### config.mk
export PLATFORM = sky130hd
export DESIGN_NAME = reverse_hex_seq
export DESIGN_NICKNAME = d
export VERILOG_FILES = /design/src/rtl/reverse_hex_pkg.sv /design/src/rtl/reverse_hex_core.sv /design/src/rtl/reverse_hex_seq.sv
export SDC_FILE = /design/constraint.sdc
export NUM_CORES = 1
export LEC_CHECK = 0
export ABC_AREA = 1
export BUFFER_PORTS_ARGS = -buffer_cell sky130_fd_sc_hd__buf_2
export CAP_MARGIN = 30
export CORE_MARGIN = 1
export CORE_UTILIZATION = 30
export CTS_CLUSTER_DIAMETER = 150
export DETAILED_ROUTE_END_ITERATION = 16
export HOLD_SLACK_MARGIN = 0.12
export PLACE_DENSITY = 0.57
export SYNTH_ARGS = -nofsm -noshare
export SYNTH_HDL_FRONTEND = slang
export SYNTH_SLANG_ARGS = --single-unit
### constraint.sdc
create_clock -name clk -period 2.2 [get_ports clk]
set_input_delay 0.33 -clock clk [delete_from_list [all_inputs] [get_ports clk]]
set_output_delay 0.33 -clock clk [all_outputs]
set_load 0.1 [all_outputs]
### src/rtl/reverse_hex_pkg.sv
// Shared definitions for the nibble-reversing sequencer.
//   NibbleW : width of one hex digit
//   state_e : sequencer state encoding (S_IDLE, S_LOAD, S_OUT)
package reverse_hex_pkg;

  localparam int unsigned NibbleW = 4;

  typedef enum logic [1:0] {
    S_IDLE = 2'd0,
    S_LOAD = 2'd1,
    S_OUT  = 2'd2
  } state_e;

endpackage

### src/rtl/reverse_hex_core.sv
// Combinational nibble reverse: output nibble i = input nibble N-1-i.
// Nibble i occupies bits [4i:4i+3] of an ascending [0:SIZE-1] word, so
// nibble 0 is the most significant one.
//   word_i : assembled word
//   rev_o  : nibble-reversed word
module reverse_hex_core #(
  parameter int unsigned SIZE = 16
) (
  input  logic [0:SIZE-1] word_i,
  output logic [0:SIZE-1] rev_o
);
  import reverse_hex_pkg::*;

  localparam int unsigned N = SIZE / NibbleW;

  always_comb begin
    rev_o = '0;
    for (int unsigned i = 0; i < N; i++) begin
      rev_o[i*NibbleW +: NibbleW] = word_i[(N-1-i)*NibbleW +: NibbleW];
    end
  end

endmodule

### src/rtl/reverse_hex_seq.sv
// Collects N = SIZE/4 hex digits (first digit = most significant nibble of
// the assembled word) and presents the nibble-reversed word on dout with a
// valid/ready handshake.
//   clk, rst              : clock, synchronous active-high reset
//   din, din_valid        : digit input; din_ready high when a digit is taken
//   flush                 : early commit of a partial word (optional feature)
//   dout, dout_valid      : reversed word, held until dout_ready
//   digit_cnt             : digits accepted in the current word (N in S_OUT)
// Optional feature: define REVERSE_HEX_FLUSH_EN to make flush in S_LOAD commit
// the partial word (missing nibbles are zero). Without it flush is ignored.
module reverse_hex_seq #(
  parameter int unsigned SIZE = 16
) (
  input  logic                            clk,
  input  logic                            rst,
  input  logic [3:0]                      din,
  input  logic                            din_valid,
  output logic                            din_ready,
  input  logic                            flush,
  output logic [0:SIZE-1]                 dout,
  output logic                            dout_valid,
  input  logic                            dout_ready,
  output logic [$clog2(SIZE/4+1)-1:0]     digit_cnt
);
  import reverse_hex_pkg::*;

  localparam int unsigned N    = SIZE / NibbleW;
  localparam int unsigned CntW = $clog2(N + 1);
  localparam logic [CntW-1:0] CntFull = CntW'(N);

  state_e          state_q;
  logic [CntW-1:0] cnt_q, cnt_d;
  logic [0:SIZE-1] asm_q, asm_d;
  logic [0:SIZE-1] rev;
  logic [0:SIZE-1] dout_q;
  logic            dout_valid_q;
  logic            din_ready_q;
  logic            accept;
  logic            commit;

  // Next assembly word includes the digit accepted this cycle, so a word that
  // completes (or is flushed) on this edge is reversed with that digit in it.
  always_comb begin
    accept = din_valid && din_ready_q;
    asm_d  = asm_q;
    cnt_d  = cnt_q;
    if (accept) begin
      asm_d[int'(cnt_q)*NibbleW +: NibbleW] = din;
      cnt_d = cnt_q + CntW'(1);
    end
    commit = accept && (cnt_d == CntFull);
`ifdef REVERSE_HEX_FLUSH_EN
    if (flush && (state_q == S_LOAD)) begin
      commit = 1'b1;
    end
`endif
  end

`ifndef REVERSE_HEX_FLUSH_EN
  logic unused_flush;
  assign unused_flush = flush;
`endif

  reverse_hex_core #(
    .SIZE(SIZE)
  ) u_core (
    .word_i(asm_d),
    .rev_o (rev)
  );

  always_ff @(posedge clk) begin
    if (rst) begin
      state_q      <= S_IDLE;
      cnt_q        <= '0;
      asm_q        <= '0;
      dout_q       <= '0;
      dout_valid_q <= 1'b0;
      din_ready_q  <= 1'b1;
    end else begin
      unique case (state_q)
        S_IDLE, S_LOAD: begin
          if (commit) begin
            state_q      <= S_OUT;
            cnt_q        <= CntFull;  // saturated while the result is held
            asm_q        <= asm_d;
            dout_q       <= rev;
            dout_valid_q <= 1'b1;
            din_ready_q  <= 1'b0;
          end else if (accept) begin
            state_q <= S_LOAD;
            cnt_q   <= cnt_d;
            asm_q   <= asm_d;
          end
        end
        S_OUT: begin
          if (dout_ready) begin
            state_q      <= S_IDLE;
            cnt_q        <= '0;
            asm_q        <= '0;
            dout_valid_q <= 1'b0;
            din_ready_q  <= 1'b1;
          end
        end
        default: begin
          state_q      <= S_IDLE;
          cnt_q        <= '0;
          asm_q        <= '0;
          dout_valid_q <= 1'b0;
          din_ready_q  <= 1'b1;
        end
      endcase
    end
  end

  assign dout       = dout_q;
  assign dout_valid = dout_valid_q;
  assign din_ready  = din_ready_q;
  assign digit_cnt  = cnt_q;

endmodule

## After elaboration in Yosys (flattened, before gate mapping)

Cells that the tools add are included.

- Add/subtract/negate cells: 2
- Equal/unequal tests: 6
- Shift-type cells: 2
- Muxes and demuxes: 21
- Bitwise operators: 1
- Reductions and logical operators: 7

Operators with widths:

| operator | count |
|---|---|
| $mux W16 | 4 |
| $neg A33 Y34 | 1 |
| $shift A17 B34 Y16 const A | 1 |
| $shiftx A17 B34 Y16 | 1 |
| $not A5 Y33 | 1 |
| $pmux W16 S2 | 1 |
| $bwmux W16 | 1 |
| $mux W3 | 4 |
| $mux W2 | 3 |
| $pmux W3 S2 | 1 |
| $reduce_and A2 Y1 | 3 |
| $mux W1 | 4 |
| $ne A2 B2 Y1 const B | 2 |
| $pmux W1 S2 | 2 |
| $pmux W2 S2 | 1 |
| $add A3 B1 Y3 const B | 1 |
| $eq A3 B3 Y1 const B | 1 |
| $ne A3 B3 Y1 const B | 1 |
| $eq A2 B1 Y1 const B | 1 |
| $eq A2 B2 Y1 const B | 1 |
| $logic_and A1 B1 Y1 | 2 |
| $logic_not A2 Y1 | 1 |
| $reduce_or A2 Y1 | 1 |

- Register bits: 39
- Input port bits: 9
- Output and inout port bits: 21
- Logic and storage cells: 45

## Depth between registers and ports, before layout

Gate-level depths: netlist of the first run.

- Word-level depth: 8
- Gate-level depth with buffers: 9
- Depth with buffers taken out: 9

## Cells and area by module

A second synthesis of the first run with hierarchy kept.

- Cells, all modules: 292
- Area total of the unflattened synthesis: 1994.4 µm²

Modules (own cells, without submodules):

| module | instances | cells each | area each (µm²) | seq. area each (µm²) |
|---|---|---|---|---|
| reverse_hex_seq | 1 | 276 | 1874.3 | 780.7 |
| reverse_hex_core | 1 | 16 | 120.1 | 0.0 |

## Worst setup path before layout of the first run

No wires, ideal clock.

- Path kind: register to register
- Start point: register cnt_q[0], in the netlist digit_cnt[0]
- End point: register dout_q, in the netlist dout[8]
- Setup time: 114 ps
- Arrival time: 2287 ps
- Data required time: 2086 ps
- Setup slack: -201 ps
- Stages on the path, launching flop included: 9
- Cells stage by stage: dfxtp_1 > buf_6 > inv_6 > ha_1 > nor3_4 > nand3_4 > buf_6 > a21oi_1 > nor2_1

- Longest elaborated chain between the ends: 5

RTL lines:

| what | line | RTL |
|---|---|---|
| start: declaration | reverse_hex_seq.sv:32 | `logic [CntW-1:0] cnt_q, cnt_d;` |
| start signal: assignment | reverse_hex_seq.sv:84 | `cnt_q <= CntFull;` |
| start signal: assignment | reverse_hex_seq.sv:91 | `cnt_q <= cnt_d;` |
| $not A5 Y33 (not written as such) or $add A3 B1 Y3 (tied branches) | reverse_hex_seq.sv:48, reverse_hex_seq.sv:49 |  |
| $neg A33 Y34 or $mux W3 (tied branches) | reverse_hex_seq.sv:48, reverse_hex_seq.sv:47 |  |
| $shiftx A17 B34 Y16 (tied with other cells) | reverse_hex_seq.sv:48 | `asm_d[int'(cnt_q)*NibbleW +: NibbleW] = din;` |
| $bwmux W16 or $logic_and A1 B1 Y1 (tied branches) | reverse_hex_seq.sv:48, reverse_hex_seq.sv:51 |  |
| $mux W16 or $reduce_and A2 Y1 (tied branches) | -- |  |
| end signal: assignment | reverse_hex_seq.sv:86 | `dout_q <= rev;` |
| end: declaration | reverse_hex_seq.sv:35 | `logic [0:SIZE-1] dout_q;` |

Several ways; a longest one is shown, not always the timed one.
A chain may end at the register's enable or synchronous reset.

## Worst setup path in the final report of the first run

- Start point: register cnt_q[0], in the netlist digit_cnt[0]
- End point: register dout_q, in the netlist dout[0]

Same word-level chain as after synthesis.

==> out/metrics.sh, run 1 <==
FOOTPRINT_OF_THE_FLIP_FLOPS_AND_LATCHES_UM2=785
SYNTH-WARNING-COUNT=0
DPL.HPWL_UM=3200
CTS.SINK_COUNT=39
SETUP_TNS_NS=0
DRV_SLEW=0
CLK_PIN_SLEW_NS=0.08
TIMING.MAX_CAP.VIOLATIONS=0
SYNTHDOMINANTAREACELLTYPE='sky130_fd_sc_hd__dfxtp_1'
SYNTHESIZED_AREA_FRACTION_OCCUPIED_BY_AO_OA_AOI_AND_OAI_CELLS=0.0651
CRITPATHLAUNCHTYPE='flop'
SYNTH.AVG_CELL_AREA_UM2=6.43
OVERFLOW=0
SYNTHTOPCELLSBYCOUNT='120 x sky130_fd_sc_hd__nand2_1, 55 x sky130_fd_sc_hd__nor2_1, 39 x sky130_fd_sc_hd__dfxtp_1'
NUMBER_OF_NETS_WITH_ANTENNA_VIOLATIONS_AFTER_DETAILED_ROUTING=0
ROUTED_VIA_DENSITY=4.33
FIRST_PASS_GRT_WIRE_LENGTH_UM=7870
CRITICAL_PATH_REQUIRED_TIME_NS=2.39
GRT_USE_MET3=0.0388
GR-MAX-USAGE-LAYER='met2'
SYNTH_TOP_FAMILY_BY_AREA='simple AND/OR/NAND/NOR gates'
GP_CONGESTION=0.789
SYNTH.DISTINCT_CELLS=20
POST_DETAILED_ROUTE_DRC_MARKER_COUNT=0
CLOCK_TREE.ROOT_CELL='sky130_fd_sc_hd__clkbuf_8'
VDD.IR_DROP.WORST_uV=315
NUMBER_OF_BUFFERS_INSERTED_BY_HOLD_REPAIR_AT_CTS=0
HTREEDEPTH=2
ROUTED_WL_UM=4460
CLOCK_TREE_FROM_TRITONCTS='done'
PORT_BUFFERS=28
CLOCKBUFFERDEPTH=2
ROW_COUNT=29
CHIPWIDTH_UM=83.3
EFFECTIVE_UTILIZATION_AT_FLOORPLAN=0.312
GRT_USE_MET2=0.224
CRITPATHARRIVALTIME_NS=2.09
COREAREA_UM2=6350
FIRST_GLOBAL_VIAS=1730
POST-ROUTE-PERIOD-UTIL=0.865
HP-CLASS='in -> reg'
SYNTH_EDF_COUNT=0
STATUS='completed'
SYNTHDOMINANTCELLAREASHARE=0.394
SYNTH_SEQ_CELLS=39
MAX-SLEW-MARGIN-REL=0.676
NETLIST_INSTANCES=308
GRT_SETUP_UNREPAIRED='no'
SYNTH_MOST_COMMON_CELL='sky130_fd_sc_hd__nand2_1'
SYNTH.CELL_AREA_UM2=1980
AREA_GROWTH_PCT=17.6
WORSTSETUPPATHTYPE='reg -> reg'
SYNTH_FP_NETS=322
FINAL.HOLD.WORST_SLACK_NS=0.391
FINALNETCOUNT=354
DRTPASS1ITERATIONS=4
SYNTH_SIMPLE_GATE_AREA_FRAC=0.401
TOP_LEVEL_PORTS=30
LAYOUT-DRIVE-GT1-SHARE=0.176
SYNTHADDERAREAFRAC=0.0316
DIODES=0
YOSYS.AREA_SHARE.XOR_XNOR=0
POWER.STATIC_LEAKAGE_uW=0.00118
GRT_UTIL_ALL_LAYERS=0.139
FINALCLOCKSKEW_NS=0.00726
NUMBER_OF_CLOCK_BUFFERS_INSERTED_BY_TRITONCTS=5
INSERTION_DELAY_NS=0.29
MULTI_INPUT_AREA_UM2=985
DETAILROUTE.VIA_COUNT=1811
MAX_FREQ_GHz=0.526
WORST-SLEW-PIN-TRANSITION_NS=0.489
FINALCRITICALPERIOD_NS=1.90
DETAILEDROUTE.FIRSTITERATIONVIOLATIONS=61
CTS_RESIZED=0
TOTAL_SETUP_BUFFERS_INSERTED_AFTER_CTS=0
FP.DIEAREA_UM2=6930
POST_SYNTH_MAIN_AREA_CONTRIBUTORS='sky130_fd_sc_hd__dfxtp_1 39%, sky130_fd_sc_hd__nand2_1 23%, sky130_fd_sc_hd__nor2_1 10%'
REPORT.FINAL.HOLD_VIOL_COUNT=0
WORST_SETUP_PATH_END_KIND='flop'
FILLERS=690
ROUTED_WIRE_LENGTH_PER_INSTANCE_UM=10.7
SYNTHMUXAREASHARE=0
TIMING.CRITICAL_PATH.FANOUT_MAX=19
NUMBER_OF_ANTENNA_VIOLATIONS_AT_THE_FIRST_CHECK_IN_GLOBAL_ROUTING=0
SYNTH-SEQ-AREA-SHARE=0.394
SETUP_VIOLATIONS=0
MET1_USAGE=0.181
ASYNC_RESET_FF_FRAC=0
SYNTHFLOPTYPE='sky130_fd_sc_hd__dfxtp_1'
FLOORPLAN.DIE.HEIGHT_UM=83.3
CELLPOWERDENSITY_nW_PER_UM2=659
MAXIMUM_NUMBER_OF_PINS_ON_ONE_NET_BEFORE_GLOBAL_ROUTE_REPAIR=22
critical path, cell delays in order (launching register included):
cell,delay (ns)
sky130_fd_sc_hd__dfxtp_2,0.51
sky130_fd_sc_hd__inv_6,0.08
sky130_fd_sc_hd__ha_1,0.35
sky130_fd_sc_hd__nor3_4,0.28
sky130_fd_sc_hd__nand3_4,0.19
sky130_fd_sc_hd__buf_12,0.20
sky130_fd_sc_hd__nor2_1,0.13
sky130_fd_sc_hd__nor2_1,0.06
flip-flops by register name, summed over array words and instances, names as in the netlist:
| register | cells |
|---|---|
| digit_cnt | 3 |
| state_q | 2 |
| dout | 16 |
| asm_q | 16 |
| dout_valid | 1 |
| din_ready | 1 |
worst paths after layout:
path,from,to,slack [ns],cells past startpoint
worst max-delay path,digit_cnt[0],dout[0],0.30,7
worst min-delay path,dout_ready,state_q[1],0.39,4
worst max register to register,digit_cnt[0],dout[0],0.30,7
worst min register to register,dout_valid,dout_valid,0.46,2
cell type report:
type                            instances  area share
Multi-Input combinational cell        225       0.423
Clock buffer                            6      0.0355
Sequential cell                        39       0.337
Tap cell                               77      0.0414
Clock inverter                          2      0.0150
Inverter                               32      0.0537
Timing Repair Buffer                   37      0.0946
report_power, final:
group / switching, uW / total [uW] / internal [uW]
logic: 136 / 185 / 49.4
registers: 12.8 / 730 / 718
clock network: 251 / 618 / 367
layer usage:
metal | vias to the layer above | routed length (um) | share of wire
li1 | 995 | - | -
met1 | 785 | 2250 | 0.50
met2 | 29 | 1970 | 0.44
met3 | 2 | 207 | 0.046
met4 | 0 | 34 | 0.0076
met5 | - | 0 | 0
through the flow:
| step | area, um^2 | util | setup WS [ns] | total power [uW] | std cells |
|---|---|---|---|---|---|
| 3_3_place_gp | 2210 | 0.348 | 0.331 | 931 | 410 |
| 6_report | 2330 | 0.367 | 0.297 | 1530 | 418 |
| 3_5_place_dp | 2210 | 0.348 | 0.306 | 932 | 410 |
| 5_1_grt | 2330 | 0.367 | 0.172 | 1610 | 418 |
| 2_1_floorplan | 1980 | - | 0.142 | 889 | 308 |
| 4_1_cts | 2330 | 0.367 | 0.294 | 1560 | 418 |
kinds of logic after synthesis:
group                    Yosys count
AO/OA/AOI/OAI                     25
adder cells (fa/ha/maj)            5
buffers and inverters             44
flip-flops                        39
AND/OR/NAND/NOR                  195
layout by cell type, fill, tap and decap left out, drive strengths merged:
| cell type | netlist | layout |
|---|---|---|
| buf | 10 | 37 |
| clkinv | 1 | 2 |
| nand4 | 3 | 3 |
| bufinv | 0 | 1 |
| ha | 5 | 5 |
| nor2 | 55 | 55 |
| nand3 | 9 | 9 |
| dfxtp | 39 | 39 |
| inv | 31 | 31 |
| a21oi | 22 | 22 |
| o21ai | 3 | 3 |
| nor3 | 1 | 1 |
| nand2 | 127 | 127 |
| clkbuf | 2 | 6 |
No activity file was read; power rests on OpenSTA's default activity.
==> inputs of run 2 (changes only) <==
Settings changed: CORE_ASPECT_RATIO set to 1.5, SYNTH_HIERARCHICAL set to 1.
==> run 2 against run 1 <==
  * Non-clock buffer count fell by 1
  * Critical path depth fell by 1
  * Wire length rose by 6.7%
  * Critical path type unchanged
  * Largest power group unchanged
  * Highest routed layer unchanged
==> out/metrics.sh, run 2 <==
POWER.STATIC_LEAKAGE_uW=0.000916  # -22%
ROUTED_WL_UM=4760  # +6.7%
NUMBER_OF_NETS_WITH_ANTENNA_VIOLATIONS_AFTER_DETAILED_ROUTING=0  # unchanged
GP_CONGESTION=0.768  # -2.7%
CTS_RESIZED=0  # unchanged
CRITPATHARRIVALTIME_NS=2.04  # -0.05 ns
POST_DETAILED_ROUTE_DRC_MARKER_COUNT=0  # unchanged
CLOCKBUFFERDEPTH=2  # unchanged
CELLINTERNALPOWER_uW=978  # -14%
POWER_SWITCHING_SHARE=0.273  # +0.0123
VDD.IR_DROP.WORST_uV=232  # -26%
NUMBER_OF_ANTENNA_VIOLATIONS_AT_THE_FIRST_CHECK_IN_GLOBAL_ROUTING=0  # unchanged
ROUTED_VIA_DENSITY=4.80  # +11%
CRITICAL_PATH_REQUIRED_TIME_NS=2.36  # -0.03 ns
REPORT.FINAL.HOLD_VIOL_COUNT=0  # unchanged
FINAL.HOLD.WORST_SLACK_NS=0.402  # +0.0111 ns
NUMBER_OF_CLOCK_BUFFERS_INSERTED_BY_TRITONCTS=5  # unchanged
OVERFLOW=0  # unchanged
NETLIST_INSTANCES=292  # -5.2%
FF2FF_SETUP_SLACK_NS=0.32  # +0.02 ns
CTS.SINK_COUNT=39  # unchanged
SYNTH-SEQ-AREA-SHARE=0.391  # -0.00272
POWER.SHARE.CLOCK=0.335  # -0.068
SETUP_VIOLATIONS=0  # unchanged
NUMBER_OF_BUFFERS_INSERTED_BY_HOLD_REPAIR_AT_CTS=0  # unchanged
DRTPASS1ITERATIONS=4  # unchanged
SYNTHFLOPTYPE='sky130_fd_sc_hd__dfxtp_1'
MAX_FREQ_GHz=0.531  # +1.1%
TIMING.MAX_CAP.VIOLATIONS=0  # unchanged
POST_SYNTH_MAIN_AREA_CONTRIBUTORS='sky130_fd_sc_hd__dfxtp_1 39%, sky130_fd_sc_hd__nand2_1 22%, sky130_fd_sc_hd__a21oi_1 8.8%'
FINALNETCOUNT=319  # -9.9%
TIMING.CRITICAL_PATH.FANOUT_MAX=18  # -1
SEQ_POWER_SHARE=0.542  # +0.066
GRT_UTIL_ALL_LAYERS=0.152  # +0.0132
WORSTSETUPPATHTYPE='reg -> reg'
WORST_SETUP_PATH_END_KIND='flop'
CHIPWIDTH_UM=68.6  # -18%
SETUP_TNS_NS=0  # unchanged
AREA_GROWTH_PCT=9.47
ROW_COUNT=36  # +24%
STATUS='completed'
TOP_LEVEL_PORTS=30  # unchanged
CELLPOWERDENSITY_nW_PER_UM2=616  # -6.5%
PART_OF_THE_POWER_IN_COMBINATIONAL_LOGIC=0.123  # +0.002
SYNTH_SEQ_CELLS=39  # unchanged
INSERTION_DELAY_NS=0.29  # about the same
CLOCK_TREE_FROM_TRITONCTS='done'
SYNTHTOPCELLSBYCOUNT='115 x sky130_fd_sc_hd__nand2_1, 39 x sky130_fd_sc_hd__dfxtp_1, 35 x sky130_fd_sc_hd__a21oi_1'
SYNTH_MOST_COMMON_CELL='sky130_fd_sc_hd__nand2_1'
DETAILEDROUTE.FIRSTITERATIONVIOLATIONS=84  # +38%
HP-CLASS='in -> reg'
WORST-SLEW-PIN-TRANSITION_NS=0.522  # +0.0329 ns
SYNTHDOMINANTAREACELLTYPE='sky130_fd_sc_hd__dfxtp_1'
CLOCK_TREE.ROOT_CELL='sky130_fd_sc_hd__clkbuf_8'
DPL.HPWL_UM=3500  # +9.3%
PLACE.DETAILED.INSTANCES=374  # -8.8%
GRT_SETUP_UNREPAIRED='no'
MAX-SLEW-MARGIN-REL=0.652  # -0.0242
FIRST_GLOBAL_VIAS=1740  # +0.58%
STDCELL_COUNT=381  # -8.9%
DIODES=0  # unchanged
MAXIMUM_NUMBER_OF_PINS_ON_ONE_NET_BEFORE_GLOBAL_ROUTE_REPAIR=28  # +27%
FINALCLOCKSKEW_NS=0.00438  # -0.00287 ns
DRV_SLEW=0  # unchanged
CRITPATHLAUNCHTYPE='flop'
PORT_BUFFERS=28  # unchanged
COMMONEST_CELLS_AFTER_ROUTING_FILL_AND_TAPS_ASIDE='115 x sky130_fd_sc_hd__nand2_1, 36 x sky130_fd_sc_hd__dfxtp_1, 35 x sky130_fd_sc_hd__a21oi_1, 28 x sky130_fd_sc_hd__buf_2, 22 x sky130_fd_sc_hd__nor2_1'
SYNTH-WARNING-COUNT=6  # +6
POST-ROUTE-PERIOD-UTIL=0.855  # -0.00953
UTILIZATION=0.339  # -0.0277
HTREEDEPTH=2  # unchanged
SYNTH.DISTINCT_CELLS=19  # -5.0%
FIRST_PASS_GRT_WIRE_LENGTH_UM=7870  # unchanged
FINALCRITICALPERIOD_NS=1.88  # -0.0210 ns
SYNTH_FP_NETS=306  # -5.0%
SYNTH.AVG_CELL_AREA_UM2=6.83  # +6.2%
TOTAL_SETUP_BUFFERS_INSERTED_AFTER_CTS=0  # unchanged
FLOORPLAN.DIE.HEIGHT_UM=102  # +22%
SYNTHDOMINANTCELLAREASHARE=0.391  # -0.00272
ROUTED_WIRE_LENGTH_PER_INSTANCE_UM=12.5  # +17%
P_SWITCHING_uW=367  # -8.1%
FILLERS=729  # +5.7%
FINAL_COMMON_CELL='sky130_fd_sc_hd__nand2_1'
EFFECTIVE_UTILIZATION_AT_FLOORPLAN=0.310  # -0.00229
SYNTH.CELL_AREA_UM2=1990  # +0.69%
LAYOUT-DRIVE-GT1-SHARE=0.164  # -0.0120
ASYNC_RESET_FF_FRAC=0  # unchanged
SYNTH_EDF_COUNT=0  # unchanged
COREAREA_UM2=6440  # +1.4%
FP.DIEAREA_UM2=6990  # +0.77%
CLK_PIN_SLEW_NS=0.07  # about the same
DETAILROUTE.VIA_COUNT=1830  # +1.0%
==> run 2: cell count changes in the layout (fill, tap and decap cells not counted), sizes merged, moves of 2 or more <==
| cell | change |
|---|---|
| clkinv | -2 |
| and2 | +2 |
| a21oi | +15 |
| nor2 | -33 |
| nand2 | -12 |
| nand4 | +16 |
| inv | -19 |
==> run 2: critical path, cell delays in order, from the launching register on <==
cell,delay (ns)
sky130_fd_sc_hd__dfxtp_2,0.47
sky130_fd_sc_hd__inv_1,0.15
sky130_fd_sc_hd__ha_1,0.35
sky130_fd_sc_hd__nor3_4,0.31
sky130_fd_sc_hd__nand3_4,0.26
sky130_fd_sc_hd__nand2_1,0.13
sky130_fd_sc_hd__a21oi_1,0.07
==> run 2: final timing paths <==
path | from | endpoint | cells past startpoint
hold / removal | dout_ready | state_q[1] | 4
hold reg to reg | dout[1] | dout[1] | 2
setup / recovery | digit_cnt[1] | dout[6] | 6
setup reg to reg | digit_cnt[1] | dout[6] | 6
==> run 2: power by group through the flow <==
stage / logic (uW) / clock network [uW] / registers [uW]
2_1_floorplan: 112 / 0 / 767
3_3_place_gp: 165 / 0 / 745
3_5_place_dp: 166 / 0 / 745
4_1_cts: 166 / 468 / 729
5_1_grt: 183 / 500 / 731
6_report: 165 / 451 / 729
==> run 2: kinds of logic after synthesis <==
family,synth area share
and+or+nand+nor,0.358
AOI/OAI and AO/OA,0.102
DFF,0.391
buffers and inverters,0.117
adders and majority gates,0.0314
==> run 2: final cells by class <==
class | instances | area (um^2) | area share
Timing Repair Buffer | 36 | 200 | 0.0917
Tap cell | 76 | 95.1 | 0.0436
Sequential cell | 39 | 787 | 0.360
Inverter | 12 | 45.0 | 0.0206
Clock buffer | 7 | 76.3 | 0.0350
Multi-Input combinational cell | 211 | 980 | 0.449
==> run 2: stage by stage <==
stage / power [uW] / setup WS, ns / instance area [um^2]
after floorplan: 879 / 0.0308 / 2000
after global placement: 910 / 0.331 / 2110
after detailed placement: 911 / 0.315 / 2110
after CTS: 1360 / 0.303 / 2180
after global routing: 1410 / 0.132 / 2180
final: 1350 / 0.318 / 2180
==> run 2: per-layer routing <==
metal | global-route usage | share of wire | vias to the layer above
met2 | 0.261 | 0.51 | 40
li1 | - | - | 955
met5 | 0 | 0 | -
met4 | 0.0721 | 0.024 | 0
met3 | 0.0335 | 0.038 | 8
met1 | 0.175 | 0.43 | 827
==> inputs of run 3 (changes only) <==
==> constraint.sdc (replaced) <==
create_clock -name clk -period 2.2 [get_ports clk]
set_input_delay 0.44 -clock clk [delete_from_list [all_inputs] [get_ports clk]]
set_output_delay 0.44 -clock clk [all_outputs]
set_load 0.1 [all_outputs]
==> run 3 against run 2 <==
  * Final area increased by 1.9%
  * Clock power increased by 38%
  * Flip-flop and latch count unchanged
  * Die area unchanged
  * Largest power group unchanged
  * Via count about the same
  * Maximum frequency increased by 2.2%
  * Power increased by 13%
  * Largest cell class unchanged
  * Register-to-register slack improved by 0.04 ns
  * Combinational power about the same
  * Wire length decreased by 1.1%
  * Setup slack improved by 0.041 ns
==> out/metrics.sh, run 3 (synthesis results as in run 2) <==
STATUS='completed'
EFFECTIVE_UTILIZATION_AT_FLOORPLAN=0.310  # unchanged
MAXIMUM_NUMBER_OF_PINS_ON_ONE_NET_BEFORE_GLOBAL_ROUTE_REPAIR=24  # -14%
DETAILEDROUTE.FIRSTITERATIONVIOLATIONS=67  # -20%
FOOTPRINT_OF_THE_FLIP_FLOPS_AND_LATCHES_UM2=787  # unchanged
AREA_GROWTH_PCT=11.5
ROUTED_WL_UM=4710  # -1.1%
CLOCKBUFFERDEPTH=2  # unchanged
MULTI_INPUT_AREA_UM2=980  # unchanged
TIMING.CRITICAL_PATH.FANOUT_MAX=18  # unchanged
GRT_UTIL_ALL_LAYERS=0.146  # -0.00664
FIN_AREA_UM2=2220  # +1.9%
HOLD_PATH_STARTPOINT='dout[0]'
SETUP.WORST_PATH.START='digit_cnt[1]'
CRITICAL_PATH_REQUIRED_TIME_NS=2.37  # about the same
VDD.IR_DROP.WORST_uV=227  # -2.0%
NUMBER_OF_CLOCK_BUFFERS_INSERTED_BY_TRITONCTS=5  # unchanged
WORST-SLEW-PIN-TRANSITION_NS=0.492  # -0.0297 ns
FIN_WS_NS=0.360  # +0.0413 ns
WORST_SETUP_PATH_END_KIND='flop'
FIRST_PASS_GRT_WIRE_LENGTH_UM=7620  # -3.2%
CRITPATHLAUNCHTYPE='flop'
GP_CONGESTION=0.785  # +2.3%
FP.DIEAREA_UM2=6990  # unchanged
FINAL_COMMON_CELL='sky130_fd_sc_hd__nand2_1'
MAX-SLEW-MARGIN-REL=0.674  # +0.0221
OVERFLOW=0  # unchanged
TIMING.MAX_CAP.VIOLATIONS=0  # unchanged
TOTAL_SETUP_BUFFERS_INSERTED_AFTER_CTS=0  # unchanged
DPL.HPWL_UM=3450  # -1.4%
NUMBER_OF_ANTENNA_VIOLATIONS_AT_THE_FIRST_CHECK_IN_GLOBAL_ROUTING=0  # unchanged
WORSTREGTOREGCELLS=6  # unchanged
CLOCK_TREE_FROM_TRITONCTS='done'
FLOORPLAN.DIE.HEIGHT_UM=102  # unchanged
INSERTION_DELAY_NS=0.29  # about the same
REPORT.FINAL.HOLD_VIOL_COUNT=0  # unchanged
POWER.STATIC_LEAKAGE_uW=0.000939  # +2.5%
CELLPOWERDENSITY_nW_PER_UM2=681  # +10%
PLACE_WORST_SETUP_SLACK_NS=0.364  # +0.0492 ns
NUMBER_OF_NETS_WITH_ANTENNA_VIOLATIONS_AFTER_DETAILED_ROUTING=0  # unchanged
DIODES=0  # unchanged
SETUP_VIOLATIONS=0  # unchanged
DRV_SLEW=0  # unchanged
MAX_FREQ_GHz=0.543  # +2.2%
CHIPWIDTH_UM=68.6  # unchanged
GRT_SETUP_UNREPAIRED='no'
HTREEDEPTH=2  # unchanged
POST_DETAILED_ROUTE_DRC_MARKER_COUNT=0  # unchanged
FINALCRITICALPERIOD_NS=1.84  # -0.0413 ns
WORSTSETUPPATHTYPE='reg -> reg'
ROUTED_WIRE_LENGTH_PER_INSTANCE_UM=12.3  # -1.4%
LAYOUT-DRIVE-GT1-SHARE=0.173  # +0.00927
TOP_LEVEL_PORTS=30  # unchanged
FINAL.HOLD.WORST_SLACK_NS=0.459  # +0.0570 ns
DETAILROUTE.VIA_COUNT=1831  # +0.055%
CLOCK_TREE.ROOT_CELL='sky130_fd_sc_hd__clkbuf_8'
CLK_PIN_SLEW_NS=0.08  # about the same
FILLERS=721  # -1.1%
POST-ROUTE-PERIOD-UTIL=0.837  # -0.0188
UTILIZATION=0.345  # +0.00641
CRITPATHARRIVALTIME_NS=2.01  # -0.03 ns
WORSTHOLDPATHCELLS=2  # -2
ROUTED_VIA_DENSITY=4.79  # -0.21%
CTS_RESIZED=0  # unchanged
FIRST_GLOBAL_VIAS=1650  # -5.2%
COREAREA_UM2=6440  # unchanged
PORT_BUFFERS=28  # unchanged
HP-CLASS='reg -> reg'
CTS.SINK_COUNT=39  # unchanged
SETUP_TNS_NS=0  # unchanged
DRTPASS1ITERATIONS=4  # unchanged
FINALNETCOUNT=319  # unchanged
PLACED_CELL_AREA_UM2=2110  # unchanged
FF_TO_FF_START='digit_cnt[1]'
ROW_COUNT=36  # unchanged
COMMONEST_CELLS_AFTER_ROUTING_FILL_AND_TAPS_ASIDE='115 x sky130_fd_sc_hd__nand2_1, 36 x sky130_fd_sc_hd__dfxtp_1, 35 x sky130_fd_sc_hd__a21oi_1, 28 x sky130_fd_sc_hd__buf_2, 22 x sky130_fd_sc_hd__nor2_1'
FINALCLOCKSKEW_NS=0.00758  # +0.00319 ns
NUMBER_OF_BUFFERS_INSERTED_BY_HOLD_REPAIR_AT_CTS=0  # unchanged
run 3: changes by cell type in the layout (fill, tap and decap cells not counted), sizes merged:
cell    previous run  this run
clkbuf             7         6
clkinv             0         1
bufinv             0         1
run 3: worst max-delay path, stage by stage, from the launching register on:
cell and delay, ns:
sky130_fd_sc_hd__dfxtp_2 0.48, sky130_fd_sc_hd__inv_1 0.16, sky130_fd_sc_hd__ha_1 0.35, sky130_fd_sc_hd__nor3_4 0.28
sky130_fd_sc_hd__nand3_4 0.26, sky130_fd_sc_hd__nand2_1 0.13, sky130_fd_sc_hd__a21oi_1 0.06
run 3: power by group:
part / switching (uW) / internal (uW)
Clock: 254 / 367
Sequential: 13.1 / 716
Combinational: 120 / 44.0
run 3: per-stage QoR:
step,instances,total power (uW)
after global placement,374,910
after global routing,382,1580
after floorplan,292,879
final,382,1510
after detailed placement,374,910
after CTS,382,1530
run 3: layout make-up:
cell class / count / share of cell area
repair buffers: 36 / 0.0900
clock inverters: 2 / 0.0157
inverters: 12 / 0.0202
multi-input cells: 211 / 0.440
clock buffers: 6 / 0.0371
flip-flops and latches: 39 / 0.354
well taps: 76 / 0.0427
run 3: path summary, 6_finish.rpt:
path	to	slack, ns
setup / recovery	dout[13]	0.36
hold / removal	dout[0]	0.46
setup reg to reg	dout[13]	0.36
hold reg to reg	dout[0]	0.46
run 3: per-layer routing:
metal / GRT usage / routed length, um / vias up
met4: 0.0625 / 89 / 0
met5: 0 / 0 / -
met2: 0.248 / 2300 / 39
met3: 0.0201 / 160 / 5
li1: - / - / 956
met1: 0.178 / 2160 / 831
